===== src/rtl/fifo_tg_pkg.sv =====
// Shared types and constants for the FIFO traffic generator.
package fifo_tg_pkg;

    typedef enum logic [2:0] {
        TG_IDLE,
        TG_FILL,
        TG_MIXED,
        TG_DRAIN,
        TG_DONE
    } tg_state_e;

    localparam int unsigned PCT_SCALE = 100;
    localparam logic [15:0] LFSR_TAPS = 16'hB400;

    // Maps a random byte onto 0..PCT_SCALE-1.
    function automatic logic [7:0] pct_draw(input logic [7:0] b);
        return 8'((16'(b) * 16'(PCT_SCALE)) >> 8);
    endfunction

endpackage


===== src/rtl/fifo_tg_lfsr.sv =====
// 16-bit Galois LFSR with advance enable; loads SEED on reset.
module fifo_tg_lfsr
    import fifo_tg_pkg::*;
#(
    parameter logic [15:0] SEED = 16'hACE1
) (
    input  logic        clk,
    input  logic        rst,
    input  logic        en,
    output logic [15:0] lfsr
);

    always_ff @(posedge clk or posedge rst) begin
        if (rst) begin
            lfsr <= SEED;
        end else if (en) begin
            lfsr <= lfsr[0] ? ((lfsr >> 1) ^ LFSR_TAPS) : (lfsr >> 1);
        end
    end

endmodule


===== src/rtl/fifo_traffic_gen.sv =====
// Weighted-random stimulus master for a synchronous FIFO: fill, mixed traffic, drain.
// Define FIFO_TG_CHECK_EN to enable read-data ordering and error-flag checking.
module fifo_traffic_gen
    import fifo_tg_pkg::*;
#(
    parameter int unsigned DATA_WIDTH = 16,
    parameter int unsigned FIFO_DEPTH = 8,
    parameter int unsigned WR_PCT     = 70,
    parameter int unsigned RD_PCT     = 30,
    parameter logic [15:0] LFSR_SEED  = 16'hACE1,
    parameter int unsigned CNT_WIDTH  = 16
) (
    input  logic                  clk,
    input  logic                  rst,
    input  logic                  start,
    input  logic [CNT_WIDTH-1:0]  num_txn,
    input  logic                  allow_violate,
    input  logic                  full,
    input  logic                  empty,
    input  logic                  wr_ack,
    input  logic                  overflow,
    input  logic                  underflow,
    input  logic [DATA_WIDTH-1:0] data_out,
    output logic                  wr_en,
    output logic                  rd_en,
    output logic [DATA_WIDTH-1:0] data_in,
    output logic                  busy,
    output logic                  done,
    output logic [CNT_WIDTH-1:0]  wr_count,
    output logic [CNT_WIDTH-1:0]  rd_count,
    output logic [CNT_WIDTH-1:0]  err_count
);

    tg_state_e             state_q;
    logic [15:0]           lfsr;
    logic [CNT_WIDTH-1:0]  num_txn_q, fill_cnt_q, mix_cnt_q;
    logic [CNT_WIDTH-1:0]  wr_count_q, rd_count_q;
    logic [DATA_WIDTH-1:0] data_q;
    logic                  busy_q, done_q;
    logic [7:0]            rw, rr;
    logic                  wr_acc, rd_acc, fill_last, mix_last;

    fifo_tg_lfsr #(
        .SEED (LFSR_SEED)
    ) u_lfsr (
        .clk  (clk),
        .rst  (rst),
        .en   (state_q != TG_IDLE),
        .lfsr (lfsr)
    );

    assign rw = pct_draw(lfsr[15:8]);
    assign rr = pct_draw(lfsr[7:0]);

    always_comb begin
        wr_en = 1'b0;
        rd_en = 1'b0;
        unique case (state_q)
            TG_FILL:  wr_en = !full || allow_violate;
            TG_MIXED: begin
                wr_en = (32'(rw) < WR_PCT) && (!full || allow_violate);
                rd_en = (32'(rr) < RD_PCT) && (!empty || allow_violate);
            end
            // Drain stops reading as soon as the FIFO reports empty.
            TG_DRAIN: rd_en = !empty;
            default: ;
        endcase
    end

    assign wr_acc    = wr_en && !full;
    assign rd_acc    = rd_en && !empty;
    assign fill_last = (fill_cnt_q == CNT_WIDTH'(FIFO_DEPTH - 1));
    // num_txn of zero still spends one cycle in MIXED.
    assign mix_last  = ({1'b0, mix_cnt_q} + 1'b1) >= {1'b0, num_txn_q};

    always_ff @(posedge clk or posedge rst) begin
        if (rst) begin
            state_q    <= TG_IDLE;
            num_txn_q  <= '0;
            fill_cnt_q <= '0;
            mix_cnt_q  <= '0;
            wr_count_q <= '0;
            rd_count_q <= '0;
            data_q     <= '0;
            busy_q     <= 1'b0;
            done_q     <= 1'b0;
        end else begin
            done_q <= 1'b0;
            if (state_q != TG_IDLE) begin
                if (wr_ack && !(&wr_count_q)) wr_count_q <= wr_count_q + 1'b1;
                if (rd_acc && !(&rd_count_q)) rd_count_q <= rd_count_q + 1'b1;
                if (wr_acc)                   data_q     <= data_q + 1'b1;
            end
            case (state_q)
                TG_IDLE: begin
                    if (start) begin
                        num_txn_q  <= num_txn;
                        fill_cnt_q <= '0;
                        mix_cnt_q  <= '0;
                        wr_count_q <= '0;
                        rd_count_q <= '0;
                        data_q     <= '0;
                        busy_q     <= 1'b1;
                        state_q    <= TG_FILL;
                    end
                end
                TG_FILL: begin
                    fill_cnt_q <= fill_cnt_q + 1'b1;
                    if (full || fill_last) state_q <= TG_MIXED;
                end
                TG_MIXED: begin
                    mix_cnt_q <= mix_cnt_q + 1'b1;
                    if (mix_last) state_q <= TG_DRAIN;
                end
                TG_DRAIN: begin
                    if (empty) begin
                        busy_q  <= 1'b0;
                        done_q  <= 1'b1;
                        state_q <= TG_DONE;
                    end
                end
                TG_DONE: state_q <= TG_IDLE;
                default: state_q <= TG_IDLE;
            endcase
        end
    end

    assign data_in  = data_q;
    assign busy     = busy_q;
    assign done     = done_q;
    assign wr_count = wr_count_q;
    assign rd_count = rd_count_q;

`ifdef FIFO_TG_CHECK_EN
    logic [DATA_WIDTH-1:0] exp_q, exp_hold_q;
    logic                  rd_pend_q;
    logic [CNT_WIDTH-1:0]  err_q;
    logic                  mismatch, flag_err;
    logic [CNT_WIDTH:0]    err_sum;

    assign mismatch = rd_pend_q && (data_out != exp_hold_q);
    assign flag_err = (overflow || underflow) && !allow_violate && (state_q != TG_IDLE);
    assign err_sum  = {1'b0, err_q} + (CNT_WIDTH + 1)'(mismatch) + (CNT_WIDTH + 1)'(flag_err);

    always_ff @(posedge clk or posedge rst) begin
        if (rst) begin
            exp_q      <= '0;
            exp_hold_q <= '0;
            rd_pend_q  <= 1'b0;
            err_q      <= '0;
        end else begin
            rd_pend_q <= rd_acc;
            if (rd_acc) begin
                exp_hold_q <= exp_q;
                exp_q      <= exp_q + 1'b1;
            end
            if (state_q == TG_IDLE && start) begin
                exp_q <= '0;
                err_q <= '0;
            end else begin
                err_q <= err_sum[CNT_WIDTH] ? '1 : err_sum[CNT_WIDTH-1:0];
            end
        end
    end

    assign err_count = err_q;
`else
    logic unused_chk;
    assign unused_chk = ^{data_out, overflow, underflow};
    assign err_count  = '0;
`endif

endmodule

===== config.mk =====
export PLATFORM = sky130hd
export DESIGN_NAME = fifo_traffic_gen
export DESIGN_NICKNAME = d
export VERILOG_FILES = /design/src/rtl/fifo_tg_pkg.sv /design/src/rtl/fifo_tg_lfsr.sv /design/src/rtl/fifo_traffic_gen.sv
export SDC_FILE = /design/constraint.sdc
export NUM_CORES = 1
export LEC_CHECK = 0
export ABC_AREA = 1
export CAP_MARGIN = 40
export CORE_UTILIZATION = 51
export CTS_CLUSTER_SIZE = 10
export DETAILED_ROUTE_END_ITERATION = 8
export PLACE_DENSITY = 0.84
export SLEW_MARGIN = 25
export SYNTH_ARGS = -nofsm -noshare
export SYNTH_HDL_FRONTEND = slang
export SYNTH_SLANG_ARGS = --single-unit
export TNS_END_PERCENT = 10

===== constraint.sdc =====
create_clock -name clk -period 4.1 [get_ports clk]
set_clock_uncertainty 0.2 [all_clocks]
set_input_delay 0.82 -clock clk [delete_from_list [all_inputs] [get_ports clk]]
set_output_delay 0.82 -clock clk [all_outputs]
set_load 0.02 [all_outputs]

==> results.ini, run 1 <==
[synthesis]
synth.area.top_cells=dfrtp_1 (33%), ha_1 (11%), nand2_1 (10%), inv_1 (7.3%), o21ai_0 (3.9%)
synth_top_area_share_pct=32.9
ys_seq_area_share_pct=35.4
synth_common_cells=nand2_1 (227), inv_1 (161), dfrtp_1 (109)
synth_edf_count=0
synth_top_flop_cell=dfrtp_1
yosys.cell_count.top_type=nand2_1
synthDistinctLibCells=55
syn-instance-count=1059
async_reset_ff_share_pct=100
syn_avg_cell_area_um2=7.83
ys.warnings.count=0
yosys_register_bits=117
synth_top_area_cell=dfrtp_1
synth_area_mm2=0.00829

[detailed_routing]
wl_per_cell_um=13.4
drc=0
drt_iter0_drc=570
routed_wl_um=18700
viasPerCell=5.21
ant_nets=0
vias=7272
detail_route.first_pass.iterations=5

[global_routing]
grt_pass1_wl_um=32000
use_met2_pct=42.6
grt_overflow=0
grtUsageTotal_pct=24.1
antenna_found_initial=0
grt_util_met3_pct=5.62
grt_pass1_vias=7143
gr-max-usage-layer=met2
gr-usage-met1_pct=28.8
grt_max_degree=50

[clock_tree]
clk_pin_slew_worst_paths_ns=0.05
cts_tree=done
clock-sinks=117
cts_root_buf=clkbuf_16
h-tree-depth=4
cts_hold_buf=0
clockBufferDepth=2
clock_latency_ns=0.42
numCtsBuffers=17

[worst_hold_path]
hp-class=reg2reg

[floorplan]
dieArea_mm2=0.0168
io_pins=109
die_w_um=130
initial_core_util_pct=52.2
coreArea_mm2=0.0159
die_y_um=130
rows=46

[finish]
finalNetCount=1287
register_area_mm2=0.00294
area_delta_synth_final_pct=21.8
drive_gt1_share_pct=15.7
fill_cells=1283
multi_input_comb_area_mm2=0.00467
final_util_pct=63.6
n_antenna_cell=0

[power]
pwr_density_cell_mw_per_mm2=427
ir_drop_mv=0.366
p_leak_nw=4.94

[worst_setup_path]
path_class=reg2out
worst_path_most_repeated_cell=nand2_1
crit_path_cell_trace=ha_4, ha_4, inv_2, fa_1, inv_2, ha_4, nand2_2, nor2_1, nand2_1, nand3_2, nand2_1, nand2_1, nand2_1, inv_1, nand4_1, nand2_4, nand2_2, inv_2, buf_6
critPathBufInv=5
cp.arrival_ns=3.36
critPathRequiredTime_ns=3.08
path_max_fanout=5
start_kind=register
critPathCaptureType=primary output
cp_slowest_cell=dfstp_2
cp_slowest_stage_delay_ns=0.59
crit_family=adder cells

[sta]
finalWorstSetupSlack_ns=-0.277
grt_setup_unrepaired=true
worst_pin_slew_ns=0.702
relSlewSlack_pct=53.1
hold-worst-slack_ns=0.282
drv_slew=0
setup_violations=2
finalHoldViolCount=0
finalCriticalPeriod_ns=4.38
fin_crit_sh_pct=107
fmax_mhz=228

[flow_run]
cap_violations=0

[place]
place.gp.congestion=0.897
port_buffers=74
dp_hpwl_um=13300

[run_status]
outcome=finished, violations left
violations=negative setup slack

-- cell families (layout without fill, tap and decap cells) --
logic type               after synthesis  after routing  synth area share (%)
AND/OR/NAND/NOR                      482            482                  28.1
buffers and inverters                209            316                  10.9
AO/OA/AOI/OAI                        138            138                  9.82
flip-flops                           117            117                  35.4
adder cells (fa/ha/maj)               78             78                  12.1
XOR/XNOR                              34             34                  3.59
other                                  1             16                0.0452
-- routing by layer --
layer  wire length [um]  vias up
met2               9430      158
met4                304        0
met3                838       28
li1                   -     3627
met5                  0        -
met1               8130     3459
-- sequential cells by signal, summed over array words and instances, names as in the netlist --
signal and cells:
rd_count 16, u_lfsr.lfsr 16, fill_cnt_q 16, data_in 16
done 1, num_txn_q 16, wr_count 16, mix_cnt_q 16
busy 1, state_q 3
-- area by class of cell --
cell class / instances / area share (%)
multi-input cells: 748 / 46.2
repair buffers: 112 / 10.3
clock inverters: 6 / 0.570
flip-flops and latches: 117 / 29.1
clock buffers: 26 / 4.74
inverters: 172 / 6.43
well taps: 216 / 2.68
-- worst register-to-register path: stages, from the launching register on --
cell	delay [ns]
dfrtp_1	0.41
ha_1	0.31
ha_1	0.33
fa_1	0.47
ha_1	0.34
a21oi_1	0.20
o21ai_2	0.11
nand2_1	0.11
nand2_1	0.06
nand2_1	0.05
nand3_1	0.07
a21oi_2	0.10
nand2_1	0.06
nand2_2	0.09
buf_4	0.20
nand3_2	0.33
nor2_1	0.24
o21ai_0	0.11
-- cells in the final DEF (no fill, tap or decap), drive strengths merged, types with 8 or more instances in the layout --
master	n
conb	16
buf	40
inv	170
nand4	36
clkbuf	26
dfrtp	109
nor2	87
nand2	254
ha	74
nand3	59
a21oi	39
nor4	11
nor3	23
dfstp	8
o21ai	73
xor2	27
clkdlybuf4s50	72
-- per-stage QoR --
stage          TNS [ns]  total power (W)  cells  instance area [um2]  setup WS (ns)
3_3_place_gp     -0.579          0.00290   1364                 9410         -0.356
6_report         -0.481          0.00432   1397                10100         -0.277
3_5_place_dp     -0.699          0.00296   1364                 9410         -0.426
2_1_floorplan         0          0.00255   1074                 8350          0.167
5_1_grt          -0.965          0.00460   1397                10100         -0.401
4_1_cts          -0.408          0.00434   1397                10100         -0.213
-- path summary, 6_finish.rpt --
| check | startpoint | end | slack (ns) | cells past startpoint |
|---|---|---|---|---|
| max in group asynchronous | rst | wr_count[15]$_DFF_PP0_ | 2.13 | 3 |
| hold reg to reg | num_txn_q[0]$_DFFE_PP0P_ | num_txn_q[0]$_DFFE_PP0P_ | 0.28 | 2 |
| min in group asynchronous | rst | data_in[0]$_DFF_PP0_ | 0.66 | 2 |
| hold / removal | num_txn_q[0]$_DFFE_PP0P_ | num_txn_q[0]$_DFFE_PP0P_ | 0.28 | 2 |
| setup / recovery | u_lfsr.lfsr[11]$_DFFE_PP1N_ | wr_en | -0.28 | 19 |
| setup reg to reg | u_lfsr.lfsr[2]$_DFFE_PP0N_ | rd_count[2]$_DFF_PP0_ | 0.18 | 17 |
-- power breakdown --
part	total [W]	switching [W]	internal, W
Combinational	0.00146	0.000983	0.000474
Sequential	0.00150	0.000156	0.00135
Clock	0.00136	0.000499	0.000859
-- timing repair --
action,CTS,global route
resized for setup,33,5
buffers inserted,1,0
hold endpoints to repair,0,0
pin swaps,15,4
endpoints found under the setup margin,2,5
Power figures use the tool's default switching activity.
==> run 2: changes to the inputs <==
clock period = 3.9 ns   (was 4.1 ns; I/O delays follow)
==> run 2 against run 1 <==
Against the previous run:
- the flow still finishes with violations (negative setup slack)
- flip-flop and latch count did not move
- wire length up 1.5%
- final area grew 1.8%
==> results.ini, run 2 (same netlist as run 1, synthesis figures left out) <==
[worst_setup_path]
critPathCaptureType=primary output
crit_path_cell_trace=ha_4, ha_4, inv_2, fa_1, inv_2, ha_4, nand2_1, nand2_1, nand2_1, and2_1, nand3_1, nand2_1, inv_1, nand4_1, nand2_4, nand2_2, inv_2, buf_6
start_kind=register
cp_slowest_stage_delay_ns=0.57
critPathRequiredTime_ns=2.92
path_class=reg2out
crit_family=adder cells
cp.arrival_ns=3.34
worst_path_most_repeated_cell=nand2_1
path_max_fanout=5
critPathBufInv=5
cp_slowest_cell=dfstp_2

[finish]
area_delta_synth_final_pct=24.0
drive_gt1_share_pct=16.5
register_area_mm2=0.00294
n_antenna_cell=0
final_common_cell=nand2_1
fill_cells=1244
final_cell_mix=nand2_1 (224), inv_1 (158), dfrtp_1 (109), clkdlybuf4s50_1 (72), nor2_1 (69)
multi_input_comb_area_mm2=0.00463
finalNetCount=1294
instances_no_fill=1404

[global_routing]
grt_max_degree=44
grt_overflow=0
grtUsageTotal_pct=24.2
grt_pass1_vias=7189
antenna_found_initial=0
grt_pass1_wl_um=32000

[sta]
relSlewSlack_pct=62.3
grt_setup_unrepaired=true
setup_violations=2
worst_pin_slew_ns=0.563
finalWorstSetupSlack_ns=-0.424
finalHoldViolCount=0
timing.setup.tns_ns=-0.786
fmax_mhz=231
finalCriticalPeriod_ns=4.32
drv_slew=0
fin_crit_sh_pct=111

[power]
switching_share_pct=37.6
p_sw_w=0.00184
internal-power_w=0.00306
power_w=0.00490
pwr_density_cell_mw_per_mm2=476
p_leak_nw=5.02
ir_drop_mv=0.364
p_clk_share_pct=35.2
power_frac_comb_pct=32.6
seqPwrFrac_pct=32.3

[floorplan]
die_y_um=130
die_w_um=130
dieArea_mm2=0.0168
initial_core_util_pct=52.2
rows=46
coreArea_mm2=0.0159
io_pins=109

[place]
place.gp.congestion=0.887
place_inst=1371
dp_hpwl_um=13300
port_buffers=74

[clock_tree]
cts_hold_buf=0
numCtsBuffers=17
cts_root_buf=clkbuf_16
clock_latency_ns=0.43
clk_pin_slew_worst_paths_ns=0.06
clockBufferDepth=2
postCtsSetupRepairBufs=0
h-tree-depth=4
clock-sinks=117
cts_tree=done

[run_status]
outcome=finished, violations left
violations=negative setup slack

[detailed_routing]
drc=0
viasPerCell=5.22
ant_nets=0
wl_per_cell_um=13.5
drt_iter0_drc=509
detail_route.first_pass.iterations=6
vias=7327
routed_wl_um=19000

[flow_run]
cap_violations=0

[worst_hold_path]
hp-class=reg2reg

## run 2: repair_timing
item / 4_1_cts / 5_1_grt
gates resized for setup: 24 / 9
pin swaps: 12 / 5
endpoints found under the setup margin: 2 / 18
endpoints found under the hold margin: 0 / 0
## run 2: layer usage
layer | GRT usage [%] | routed length, um | vias up | share of wire [%]
li1 | - | - | 3652 | -
met1 | 29.1 | 8150 | 3408 | 43
met2 | 42.0 | 9410 | 220 | 50
met3 | 4.38 | 932 | 47 | 4.9
met4 | 11.5 | 502 | 0 | 2.6
met5 | 0 | 0 | - | 0
## run 2: path summary, 6_finish.rpt
check | slack [ns] | depth (start not counted) | from | to
min in group asynchronous | 0.47 | 2 | rst | data_in[8]$_DFF_PP0_
worst max register to register | 0.22 | 21 | u_lfsr.lfsr[3]$_DFFE_PP0N_ | rd_count[4]$_DFF_PP0_
worst min register to register | 0.28 | 1 | fill_cnt_q[15]$_DFFE_PP0P_ | fill_cnt_q[15]$_DFFE_PP0P_
worst max-delay path | -0.42 | 18 | u_lfsr.lfsr[11]$_DFFE_PP1N_ | wr_en
worst min-delay path | 0.28 | 1 | fill_cnt_q[15]$_DFFE_PP0P_ | fill_cnt_q[15]$_DFFE_PP0P_
max in group asynchronous | 2.27 | 4 | rst | u_lfsr.lfsr[0]$_DFFE_PP1N_
## run 2: layout make-up
type	instances	share of cell area, %
Timing Repair Buffer	119	11.1
Clock buffer	19	4.41
Tap cell	216	2.63
Sequential cell	117	28.6
Multi-Input combinational cell	748	45.1
Inverter	172	6.32
Clock inverter	13	1.89
## run 2: power groups by stage
stage          clock, W  combinational, W  sequential (W)
2_1_floorplan         0           0.00107         0.00161
3_3_place_gp          0           0.00150         0.00159
3_5_place_dp          0           0.00155         0.00159
4_1_cts         0.00174           0.00158         0.00158
5_1_grt         0.00180           0.00178         0.00160
6_report        0.00172           0.00160         0.00158
## run 2: per-stage QoR
step           util [%]  hold slack, ns  worst slack [ns]  instance area [um2]
4_1_cts            64.3           0.275            -0.406                10200
5_1_grt            64.7           0.314            -0.601                10300
2_1_floorplan         -           0.241           0.00749                 8350
3_3_place_gp       59.7           0.263            -0.481                 9480
6_report           64.7           0.282            -0.424                10300
3_5_place_dp       59.7           0.265            -0.564                 9480
==> run 3: changes to the inputs <==
CORE_UTILIZATION = 57   (was 51)
PLACE_DENSITY = 0.88   (was 0.84)
clock period = 4.4 ns   (was 3.9 ns; I/O delays follow)
==> run 3 against run 2 <==
Against the previous run:
- the run still ends with negative setup slack left
- count of clock-buffer cells in the layout increased by 3
- die area fell by 10%
- global-route usage rose by 2.9 points
- via count increased by 1.9%
- largest power group unchanged
- sequential share of layout area grew 0.69 points
- critical path depth did not move
- setup slack better by 0.29 ns
- final cell count decreased by 3.9%
- combinational power down 14%
- register-to-register slack improved by 0.25 ns
==> results.ini, run 3 (same netlist as run 1, synthesis figures left out) <==
[finish]
area_delta_synth_final_pct=21.0
n_antenna_cell=0
final_common_cell=nand2_1
final_cell_mix=nand2_1 (222), inv_1 (158), dfrtp_1 (109), clkdlybuf4s50_1 (72), nor2_1 (70)
drive_gt1_share_pct=14.6
final_area_mm2=0.0100
finalNetCount=1275

[sta]
timing.setup.tns_ns=-0.135
setup_violations=1
fin_crit_sh_pct=103
relSlewSlack_pct=61.9
fmax_mhz=221
drv_slew=0
finalWorstSetupSlack_ns=-0.135
grt_setup_unrepaired=true
finalCriticalPeriod_ns=4.54
finalHoldViolCount=0
worst_pin_slew_ns=0.570

[detailed_routing]
routed_wl_um=19500
vias=7465
drt_iter0_drc=621
viasPerCell=5.53
ant_nets=0
drc=0
detail_route.first_pass.iterations=5
wl_per_cell_um=14.5

[floorplan]
coreArea_mm2=0.0140
initial_core_util_pct=59.1
die_y_um=123
rows=43
die_w_um=123
dieArea_mm2=0.0150
io_pins=109

[place]
dp_hpwl_um=13100
port_buffers=74
post-place-ws_ns=-0.211
place.gp.congestion=0.873
place_area_mm2=0.00925

[global_routing]
grt_max_degree=65
grtUsageTotal_pct=27.2
antenna_found_initial=0
grt_pass1_vias=7219
grt_pass1_wl_um=32300
grt_overflow=0

[clock_tree]
clock-sinks=117
numCtsBuffers=17
clk_pin_slew_worst_paths_ns=0.05
clockBufferDepth=2
h-tree-depth=4
clock_latency_ns=0.41
cts_tree=done
cts_root_buf=clkbuf_16

[flow_run]
cap_violations=0

[power]
ir_drop_mv=0.288
pwr_density_cell_mw_per_mm2=426
p_leak_nw=4.95

[run_status]
violations=negative setup slack
outcome=finished, violations left

[worst_setup_path]
critPathCaptureType=primary output
critPathRequiredTime_ns=3.32
path_max_fanout=6
cp.arrival_ns=3.46
start_kind=register
path_class=reg2out

[worst_hold_path]
hp-class=reg2reg

## run 3: cell types whose count changed in the layout (fill, tap and decap cells not counted), moves of 2 or more
cell,previous run,this run
clkinv_2,0,4
buf_4,40,24
clkbuf_1,0,4
ha_2,2,0
inv_6,4,0
nand2_1,224,222
ha_1,65,67
clkinvlp_4,5,1
## run 3: timing repair
item / 4_1_cts / 5_1_grt
resized for setup: 18 / 14
pin swaps: 6 / 12
hold buffers: 0 / 0
buffers inserted: 2 / 0
setup endpoints to repair: 2 / 2
## run 3: metrics by stage
| step | hold WS, ns | utilization, % | cells | power [W] |
|---|---|---|---|---|
| 2_1_floorplan | 0.241 | - | 1074 | 0.00237 |
| 3_3_place_gp | 0.266 | 65.9 | 1314 | 0.00270 |
| 3_5_place_dp | 0.272 | 65.9 | 1314 | 0.00275 |
| 4_1_cts | 0.290 | 70.9 | 1348 | 0.00427 |
| 5_1_grt | 0.316 | 71.5 | 1349 | 0.00452 |
| 6_report | 0.288 | 71.5 | 1349 | 0.00427 |
## run 3: worst max-delay path: stages, from the launching register on
cell and delay [ns]:
dfstp_2 0.60, ha_4 0.23, ha_4 0.26, inv_2 0.03
fa_1 0.51, inv_2 0.06, ha_4 0.30, nand2_1 0.09
nand2_1 0.12, nand2_1 0.06, and2_1 0.14, nand3_1 0.08
nand2_1 0.05, inv_1 0.04, nand4_1 0.15, nand2_4 0.11
nand2_2 0.05, inv_2 0.06, buf_6 0.11
## run 3: per-layer routing
metal / vias up / GRT usage [%] / routed length [um]
met3: 54 / 6.60 / 1060
met4: 0 / 11.1 / 567
li1: 3608 / - / -
met5: - / 0 / 0
met1: 3551 / 32.0 / 8010
met2: 252 / 47.1 / 9890
## run 3: cell type report
| cell class | instances | area (um2) |
|---|---|---|
| fill | 976 | 4000 |
| inverter | 172 | 648 |
| sequential | 117 | 2940 |
| multi-input combinational | 748 | 4630 |
| timing repair buffer | 100 | 963 |
| clock inverter | 10 | 178 |
| clock buffer | 22 | 454 |
| tap | 180 | 225 |
## run 3: path summary, 6_finish.rpt
check                                            startpoint                         end  slack, ns  depth (start not counted)
worst min-delay path             fill_cnt_q[15]$_DFFE_PP0P_  fill_cnt_q[15]$_DFFE_PP0P_       0.29                          1
min in group asynchronous                               rst   num_txn_q[12]$_DFFE_PP0P_       0.59                          2
max in group asynchronous                               rst  u_lfsr.lfsr[0]$_DFFE_PP1N_       2.48                          4
worst max register to register   u_lfsr.lfsr[2]$_DFFE_PP0N_       rd_count[2]$_DFF_PP0_       0.47                         18
worst min register to register   fill_cnt_q[15]$_DFFE_PP0P_  fill_cnt_q[15]$_DFFE_PP0P_       0.29                          1
worst max-delay path            u_lfsr.lfsr[11]$_DFFE_PP1N_                       wr_en      -0.14                         18
## run 3: where the power goes
group          internal [W]  switching (W)  total [W]
clock               0.00101       0.000477    0.00149
sequential          0.00126       0.000147    0.00140
combinational      0.000442       0.000936    0.00138
total               0.00271        0.00156    0.00427
